<file path="src/rtl/imem_loader.sv">
// Byte-stream program loader: packs bytes big-endian into 32-bit words for the instruction memory.
// Latency: wr_en 1 cycle after the accept of a word's final byte; done 2 cycles after the in_last accept.
// Backpressure: in_ready is high only in LOAD, where every offered byte is taken (1 byte/cycle).
//
// Ports: clk/rst_n (async active-low); start pulse; in_valid/in_ready/in_byte/in_last byte
// stream; wr_en/wr_addr/wr_data imem write port; cpu_hold stall to the core; done/err status;
// words_loaded = words written in the current or last load.
// Build option: define IMEM_LOADER_BOOT_EN to come out of reset already in LOAD (core held).
module imem_loader #(
    parameter int ADDR_W = 8,
    parameter int DATA_W = 32
) (
    input  logic              clk,
    input  logic              rst_n,
    input  logic              start,
    input  logic              in_valid,
    input  logic [7:0]        in_byte,
    input  logic              in_last,
    output logic              in_ready,
    output logic              wr_en,
    output logic [ADDR_W-1:0] wr_addr,
    output logic [DATA_W-1:0] wr_data,
    output logic              cpu_hold,
    output logic              done,
    output logic              err,
    output logic [ADDR_W:0]   words_loaded
);

    typedef enum logic [1:0] {S_IDLE, S_LOAD, S_FLUSH, S_DONE} state_t;

`ifdef IMEM_LOADER_BOOT_EN
    localparam state_t RST_STATE  = S_LOAD;
    localparam logic   RST_ACTIVE = 1'b1;
`else
    localparam state_t RST_STATE  = S_IDLE;
    localparam logic   RST_ACTIVE = 1'b0;
`endif

    // Memory is full once 2^ADDR_W words have been written.
    localparam logic [ADDR_W:0] WORDS_MAX = {1'b1, {ADDR_W{1'b0}}};

    state_t              state;
    logic [1:0]          byte_cnt;
    logic [23:0]         acc;        // bytes 0..2 of the word being assembled
    logic                accept;
    logic                full;
    logic [DATA_W-1:0]   word_next;  // current word with in_byte inserted, unsent bytes zero

    assign accept = in_valid && in_ready;
    assign full   = (words_loaded == WORDS_MAX);

    always_comb begin
        word_next = '0;
        case (byte_cnt)
            2'd0: word_next = {in_byte, 24'h0};
            2'd1: word_next = {acc[23:16], in_byte, 16'h0};
            2'd2: word_next = {acc[23:8], in_byte, 8'h0};
            default: word_next = {acc, in_byte};
        endcase
    end

    always_ff @(posedge clk or negedge rst_n) begin
        if (!rst_n) begin
            state        <= RST_STATE;
            in_ready     <= RST_ACTIVE;
            cpu_hold     <= RST_ACTIVE;
            byte_cnt     <= 2'd0;
            acc          <= 24'h0;
            wr_en        <= 1'b0;
            wr_addr      <= '0;
            wr_data      <= '0;
            done         <= 1'b0;
            err          <= 1'b0;
            words_loaded <= '0;
        end else begin
            wr_en <= 1'b0;
            case (state)
                S_IDLE, S_DONE: begin
                    if (start) begin
                        state        <= S_LOAD;
                        in_ready     <= 1'b1;
                        cpu_hold     <= 1'b1;
                        byte_cnt     <= 2'd0;
                        done         <= 1'b0;
                        err          <= 1'b0;
                        words_loaded <= '0;
                    end
                end
                S_LOAD: begin
                    if (accept) begin
                        if (full) begin
                            // Nowhere left to put it: drop the byte and stop.
                            state    <= S_DONE;
                            in_ready <= 1'b0;
                            cpu_hold <= 1'b0;
                            done     <= 1'b1;
                            err      <= 1'b1;
                            byte_cnt <= 2'd0;
                        end else if (in_last || byte_cnt == 2'd3) begin
                            // words_loaded moves with the write register so the
                            // very next byte already sees the updated count.
                            wr_en        <= 1'b1;
                            wr_addr      <= words_loaded[ADDR_W-1:0];
                            wr_data      <= word_next;
                            words_loaded <= words_loaded + 1'b1;
                            byte_cnt     <= 2'd0;
                            if (in_last) begin
                                state    <= S_FLUSH;
                                in_ready <= 1'b0;
                            end
                        end else begin
                            case (byte_cnt)
                                2'd0:    acc <= {in_byte, 16'h0};
                                2'd1:    acc[15:8] <= in_byte;
                                default: acc[7:0] <= in_byte;
                            endcase
                            byte_cnt <= byte_cnt + 2'd1;
                        end
                    end
                end
                default: begin
                    // FLUSH: the final word is on the write port this cycle.
                    state    <= S_DONE;
                    cpu_hold <= 1'b0;
                    done     <= 1'b1;
                end
            endcase
        end
    end

endmodule

</file>
<file path="config.mk">
export PLATFORM = sky130hd
export DESIGN_NAME = imem_loader
export DESIGN_NICKNAME = d
export VERILOG_FILES = /design/src/rtl/imem_loader.sv
export SDC_FILE = /design/constraint.sdc
export NUM_CORES = 1
export LEC_CHECK = 0
export ABC_CLOCK_PERIOD_IN_PS = 2500
export CAP_MARGIN = 20
export CELL_PAD_IN_SITES_DETAIL_PLACEMENT = 1
export CELL_PAD_IN_SITES_GLOBAL_PLACEMENT = 1
export CORE_ASPECT_RATIO = 1.25
export CORE_MARGIN = 3
export CORE_UTILIZATION = 30
export CTS_BUF_LIST = sky130_fd_sc_hd__clkbuf_16
export DETAILED_ROUTE_END_ITERATION = 10
export GPL_TIMING_DRIVEN = 1
export PLACE_DENSITY = 0.73
export SLEW_MARGIN = 20
export SYNTH_ARGS = -nofsm -noshare
export SYNTH_HDL_FRONTEND = slang
export SYNTH_SLANG_ARGS = --single-unit
</file>
<file path="constraint.sdc">
create_clock -name clk -period 2.5 [get_ports clk]
set_clock_uncertainty 0.2 [all_clocks]
set_input_delay 0.5 -clock clk [delete_from_list [all_inputs] [get_ports clk]]
set_output_delay 0.5 -clock clk [all_outputs]
set_load 0.01 [all_outputs]
</file>
==> results.md, run 1 <==
- Outcome: finished clean
- Util after Layout: between 40% and 50%
- #FFs+latches synth: 82
- Area Overhead vs Synth: 34.9%
- Synth warn: 0
- Die extent in y: 134 µm
- Syn Area/Cell: 10.7 µm²
- Clock share of power: 26.9%
- Sw Ratio: roughly a third
- Fin. max-slew vios: 0
- RSZ-0062 raised after global routing: false
- H-tree depth: 3
- Critical Path Source Type: register
- Drt drc: 0
- Final setup TNS: 0 ns
- Cells after Synth: 365
- Seq pwr share: about a third
- Slew HR: 57.6%
- Half-perimeter wire length after placement: 7.57 mm
- PortBufs: 66
- # clock sinks: 82
- Die area: 14500 µm²
- Post-DR wirelength/cell: 16.8 µm
- Layout cells sized above 1: 15.8%
- TritonCTS clock tree: yes
- Clock Pin Slew Worst Setup and Hold Paths: 0.06 ns
- Worst min path class: register to register
- Die W: 108 µm
- Final nets: 467
- Syn_nets: ~390
- Fillers: around 1400
- Fin. Hold Viols: 0
- R2R cell count: 7
- Gr usage total: 15.3%
- Worst Setup Slack, final: roughly 0.23 ns
- Clk Latency, worst-skew pair: 0.34 ns
- Worst Setup EP: acc[4]
- Iteration-0 DRC Markers: 102
- Achievable clock frequency: approximately 0.44 GHz
- Crit path capture type: register
- Worst EP required: 2.52 ns
- Setup crit start: words_loaded[1]
- Sequential area share after synthesis: 52.4%
- Core area: 12700 µm²
- Antenna diodes: 0
- Cell area power density: 1120 nW/µm²
- Drt total wl: approximately 10 mm
- Via/cell ratio: 4.95
- Worst Max-Slew Pin Slew: approximately 0.63 ns
- Synth area leaders: dfrtp_1 52%, nand2_1 5.1%, mux2i_1 3.8%
- VDD IR max: 0.386 mV
- R2R Path Start: words_loaded[1]
- R2R setup slack: 0.23 ns
- DR pass1 iterations: 4
- Antenna-violating nets left: 0
- Comb power frac: 39.8%
- Cell Area, Synth: 3910 µm²
- Yosys cell types: 49
- Final setup violation count: 0
- Tot Pwr: 5.94 mW
- Class of the most critical setup path: register to register
- Grt ovf: 0
- Post-CTS Resized: 0
- Dominant cell type by area after synthesis: dfrtp_1
- Post-layout min period: between 2 and 2.5 ns
- CP max FO: 8
- Switching pwr: ~2 mW
- Gpl congestion: 0.786
- Number of global-route vias before repair: about 3300
- DP Worst Slack: 0.0238 ns
- First-pass GRT wire length: 17.3 mm
- Final worst-path cycle share: slightly above 90%
- Internal: 3.96 mW
- Worst r2r dst: acc[4]
- Via count: 3053
- P_leak: about 2.4 nW
- Clock buffer depth: 2
- Maxcap violations: 0
- Hold slack final: 0.276 ns
- Cts bufs inserted: 9
- Top-area cell type share of the netlist area: 52.4%
- Initial antenna violation count: 0
- Pin count of the biggest net entering global routing: 41
- Crit path DAT: 2.29 ns
- I/O pins: 67
- Row cnt: 46
- Root Driver: clkbuf_16
- Initial core utilization: 30.8%
cells in the mapped netlist (all sizes together):
| cell type | instances |
|---|---|
| o211ai | 1 |
| o311ai | 2 |
| nand2b | 3 |
| nand2 | 55 |
| a22o | 8 |
| nor3b | 1 |
| nor2b | 12 |
| a211oi | 1 |
| a21o | 1 |
| or2 | 2 |
| or3 | 2 |
| nor2 | 11 |
| nor4b | 2 |
| nor4 | 1 |
| mux2i | 15 |
| o2bb2ai | 1 |
| a32oi | 1 |
| mux2 | 22 |
| inv | 18 |
| a2bb2oi | 1 |
| o21ai | 38 |
| nand4 | 1 |
| o21a | 1 |
| a22oi | 18 |
| dfrtp | 82 |
| a21oi | 14 |
| clkbuf | 5 |
| or4b | 2 |
| or4 | 2 |
| ha | 8 |
| nor3 | 5 |
| and4b | 1 |
| o32ai | 1 |
| and3 | 4 |
| nand3 | 5 |
| buf | 15 |
| a2111o | 1 |
| a31oi | 2 |
worst max-delay path, cell delays in order (launching register included):
cell,delay (ns)
dfrtp_1,0.38
inv_1,0.09
ha_1,0.18
or4b_4,0.50
o21ai_4,0.27
nor4_4,0.07
buf_12,0.17
mux2_4,0.29
cell usage in the layout (no fill, tap or decap), types with 2 or more instances in the layout:
master and instances:
a31oi_1 2, a21oi_1 14, clkbuf_16 9, nand2_2 2, nand3_1 5, dfrtp_1 82
or4b_4 2, o21ai_1 24, nand2_1 53, ha_1 8, and3_1 3, or3_1 2
nor2_1 11, bufinv_16 4, mux2_1 5, inv_2 2, clkdlybuf4s50_1 65, mux2_4 9
inv_1 16, a22o_1 8, buf_12 5, mux2i_1 15, mux2_2 8, a22oi_1 18
nor3_1 5, nor4b_2 2, buf_4 19, or4_1 2, nand2b_1 3, o21ai_0 13
o311ai_0 2, nor2b_1 12
per-layer routing:
layer	part of all wire, %	global-route usage (%)	routed length (µm)	vias up
met4	1.7	5.68	177	0
met1	42	18.6	4410	1527
met5	0	0	0	-
li1	-	-	-	1446
met2	51	26.5	5340	67
met3	4.5	3.34	463	13
stage by stage:
stage | cells | instance area (µm²)
2_1_floorplan | 365 | 3910
3_3_place_gp | 602 | 4910
3_5_place_dp | 602 | 4910
4_1_cts | 617 | 5280
5_1_grt | 617 | 5280
6_report | 617 | 5280
cell type report:
cell class | count | area, µm² | share of cell area, %
flip-flops and latches | 82 | 2050 | 38.9
clock inverters | 5 | 129 | 2.44
inverters | 18 | 67.6 | 1.28
well taps | 168 | 210 | 3.98
multi-input cells | 245 | 1690 | 32.0
clock buffers | 9 | 225 | 4.27
repair buffers | 90 | 903 | 17.1
registers in the layout (all words and copies together), names as in the netlist:
| register | count |
|---|---|
| in_ready | 1 |
| wr_data | 32 |
| acc | 24 |
| wr_addr | 8 |
| state | 2 |
| cpu_hold | 1 |
| wr_en | 1 |
| done | 1 |
| words_loaded | 9 |
| err | 1 |
| byte_cnt | 2 |
power groups by stage:
stage	sequential (mW)	combinational [mW]	clock (mW)
finish	1.97	2.37	1.60
global route	2.04	2.60	1.67
detailed placement	2.00	2.38	0
CTS	1.98	2.40	1.63
global placement	1.98	2.29	0
floorplan	2.08	1.22	0
timing repair:
action                                 CTS  global route
endpoints found under the hold margin   38             0
hold buffers                             1             0
setup buffers                            0             0
worst min-delay path by stage:
stage | startpoint | end | slack (ns) | depth (start not counted)
after detailed placement | wr_data[10] | wr_data[10] | 0.27 | 2
after global routing | wr_data[20] | wr_data[20] | 0.31 | 2
final | wr_data[10] | wr_data[10] | 0.28 | 2
after CTS | wr_data[10] | wr_data[10] | 0.28 | 2
after global placement | wr_data[9] | wr_data[9] | 0.26 | 2
after floorplan | rst_n | acc[0] | 0.004 | 0
cells by family after synthesis:
family | count (synthesis) | share of synthesized area [%]
AOI/OAI and AO/OA | 91 | 14.9
adders and majority gates | 8 | 2.56
buffers and inverters | 38 | 4.35
DFF | 82 | 52.4
muxes | 37 | 11.0
and+or+nand+nor | 109 | 14.7
(Power assumes the default switching activity.)
==> run 2: changes to the inputs <==
--- a/config.mk
+++ b/config.mk
@@ -5,7 +5,7 @@
 export SDC_FILE = /design/constraint.sdc
 export NUM_CORES = 1
 export LEC_CHECK = 0
-export ABC_CLOCK_PERIOD_IN_PS = 2500
+export ABC_CLOCK_PERIOD_IN_PS = 2400
 export CAP_MARGIN = 20
 export CELL_PAD_IN_SITES_DETAIL_PLACEMENT = 1
 export CELL_PAD_IN_SITES_GLOBAL_PLACEMENT = 1
==> constraint.sdc (replaced) <==
create_clock -name clk -period 2.4 [get_ports clk]
set_clock_uncertainty 0.2 [all_clocks]
set_input_delay 0.48 -clock clk [delete_from_list [all_inputs] [get_ports clk]]
set_output_delay 0.48 -clock clk [all_outputs]
set_load 0.01 [all_outputs]
==> run 2 against run 1 <==
Effect of this change:
- global-route usage rose by 0.28 points
- first-iteration DRC count fell by 25%
- clock-buffer cell count did not move
- critical path depth fell by 1
- flip-flop and latch count did not move
- non-clock buffer count rose by 2
- hold slack improved by 0.0013 ns
- cell count rose by 0.65%
- largest cell class unchanged
- highest routed layer unchanged
==> results.md, run 2 (synthesized netlist as in run 1, its figures left out) <==
- Outcome: finished clean
- RSZ-0062 raised after global routing: false
- Cell area power density: 1130 nW/µm² (+0.66%)
- Via/cell ratio: 4.91 (-0.74%)
- Iteration-0 DRC Markers: 76 (-25%)
- Max FFs per register: 32 (unchanged)
- Die extent in y: 134 µm (unchanged)
- Drt drc: 0 (unchanged)
- Post-layout min period: 2.27 ns (-0.00446 ns)
- Maxcap violations: 0 (unchanged)
- Worst EP required: 2.42 ns (-0.10 ns)
- Initial antenna violation count: 0 (unchanged)
- Number of global-route vias before repair: 3443 (+3.0%)
- I/O pins: 67 (unchanged)
- Achievable clock frequency: 0.441 GHz (+0.20%)
- Fillers: 1414 (+1.6%)
- Worst min path class: register to register
- Class of the most critical setup path: register to register
- # clock sinks: 82 (unchanged)
- Crit path DAT: 2.29 ns (about the same)
- Antenna diodes: 0 (unchanged)
- Area Overhead vs Synth: 33.5%
- Post-DR wirelength/cell: 16.7 µm (-1.0%)
- PortBufs: 66 (unchanged)
- CP max FO: 35 (+27)
- P_leak: 2.34 nW (-1.1%)
- Largest Register: wr_data
- H-tree depth: 3 (unchanged)
- Pin count of the biggest net entering global routing: 43 (+4.9%)
- Largest registers: wr_data (32), acc (24), words_loaded (9)
- Fin. Hold Viols: 0 (unchanged)
- DR pass1 iterations: 4 (unchanged)
- Root Driver: clkbuf_16
- Core area: 12700 µm² (unchanged)
- Hold depth: 2 (unchanged)
- Grt ovf: 0 (unchanged)
- Slew HR: 58.9% (+1.4 points)
- Gr usage total: 15.6% (+0.28 points)
- Clk Latency, worst-skew pair: 0.34 ns (about the same)
- Gpl congestion: 0.798 (+1.5%)
- Crit path capture type: register
- Cts bufs inserted: 9 (unchanged)
- Final setup violation count: 0 (unchanged)
- Commonest cells after routing, fill and taps aside: 82 x dfrtp_1, 65 x clkdlybuf4s50_1, 53 x nand2_1
- Final worst-path cycle share: 94.5% (+3.6 points)
- Worst Max-Slew Pin Slew: 0.610 ns (-0.0201 ns)
- VDD IR max: 0.467 mV (+21%)
- Final nets: 469 (+0.43%)
- Via count: 3050 (-0.098%)
- Clock buffer depth: 2 (unchanged)
- Die W: 108 µm (unchanged)
- Critical Path Source Type: register
- Layout cells sized above 1: 16.3% (+0.52 points)
- Antenna-violating nets left: 0 (unchanged)
- Initial core utilization: 30.8% (unchanged)
- Cells along the critical path: inv_1 -> ha_1 -> inv_2 -> a2111o_2 -> buf_12 -> mux2_1
- Drt total wl: 10.4 mm (-0.40%)
- Post-CTS Resized: 0 (unchanged)
- TritonCTS clock tree: yes
- First-pass GRT wire length: 17.8 mm (+3.0%)
- Half-perimeter wire length after placement: 7.35 mm (-2.9%)
- Util after Layout: 41.0% (-0.45 points)
- Die area: 14500 µm² (unchanged)
- Fin. max-slew vios: 0 (unchanged)
- CP max stage cell: a2111o_2
- Row cnt: 46 (unchanged)
- Most common cell after layout, fill and taps aside: dfrtp_1
- Tot Pwr: 5.91 mW (-0.43%)
- Slowest stage delay, CP: 0.52 ns (+0.02 ns)
- R2R cell count: 6 (-1)
- Clock Pin Slew Worst Setup and Hold Paths: 0.07 ns (about the same)
==> run 2: changes by cell type in the layout (fill, tap and decap cells not counted) <==
cell	before	now
inv_6	0	1
clkinv_1	0	1
buf_12	5	4
bufinv_16	4	1
clkinvlp_4	0	1
buf_4	19	22
clkinv_2	0	2
==> run 2: final cells by class <==
type | count | area (µm²) | share of cell area [%]
Clock buffer | 9 | 225 | 4.31
Clock inverter | 7 | 68.8 | 1.32
Inverter | 18 | 67.6 | 1.29
Multi-Input combinational cell | 245 | 1690 | 32.4
Sequential cell | 82 | 2050 | 39.3
Tap cell | 168 | 210 | 4.03
Timing Repair Buffer | 92 | 906 | 17.3
==> run 2: metal layers <==
metal / global-route usage [%] / part of all wire (%)
met3: 3.54 / 3.7
met4: 4.84 / 1.4
met1: 19.0 / 43
met5: 0 / 0
met2: 27.2 / 52
==> run 2: repair_timing <==
action / CTS / global route
hold endpoints to repair: 40 / 0
hold buffers: 1 / 0
setup buffers: 0 / 0
==> run 2: through the flow <==
stage	hold WS [ns]	setup TNS, ns	cells	setup WS [ns]	area (µm²)
4_1_cts	0.286	0	621	0.105	5220
3_3_place_gp	0.266	0	604	0.0192	4920
3_5_place_dp	0.272	-0.0764	604	-0.0254	4920
5_1_grt	0.322	0	621	0.0193	5220
6_report	0.278	0	621	0.132	5220
2_1_floorplan	-0.0156	0	365	0.237	3910
==> run 2: critical path: cells and delay by family, from the launching register on <==
family	cells	cell delay [ns]
AOI/OAI and AO/OA	1	0.52
adders and majority gates	1	0.30
buffers and inverters	3	0.39
DFF	1	0.38
muxes	1	0.33
==> run 2: path summary, 6_finish.rpt <==
| check | start | to | slack (ns) |
|---|---|---|---|
| min in group asynchronous | rst_n | wr_data[25] | 0.47 |
| worst min register to register | wr_data[9] | wr_data[9] | 0.28 |
| max in group asynchronous | rst_n | words_loaded[4] | 0.95 |
| worst min-delay path | wr_data[9] | wr_data[9] | 0.28 |
| worst max-delay path | state[1] | wr_addr[4] | 0.13 |
| worst max register to register | state[1] | wr_addr[4] | 0.13 |
==> run 2: report_power, final <==
| group | switching, mW | leakage (nW) | total, mW | internal [mW] |
|---|---|---|---|---|
| Sequential | 0.253 | 1.09 | 2.07 | 1.81 |
| Clock | 0.583 | 0.143 | 1.39 | 0.804 |
| Combinational | 1.26 | 1.10 | 2.46 | 1.20 |
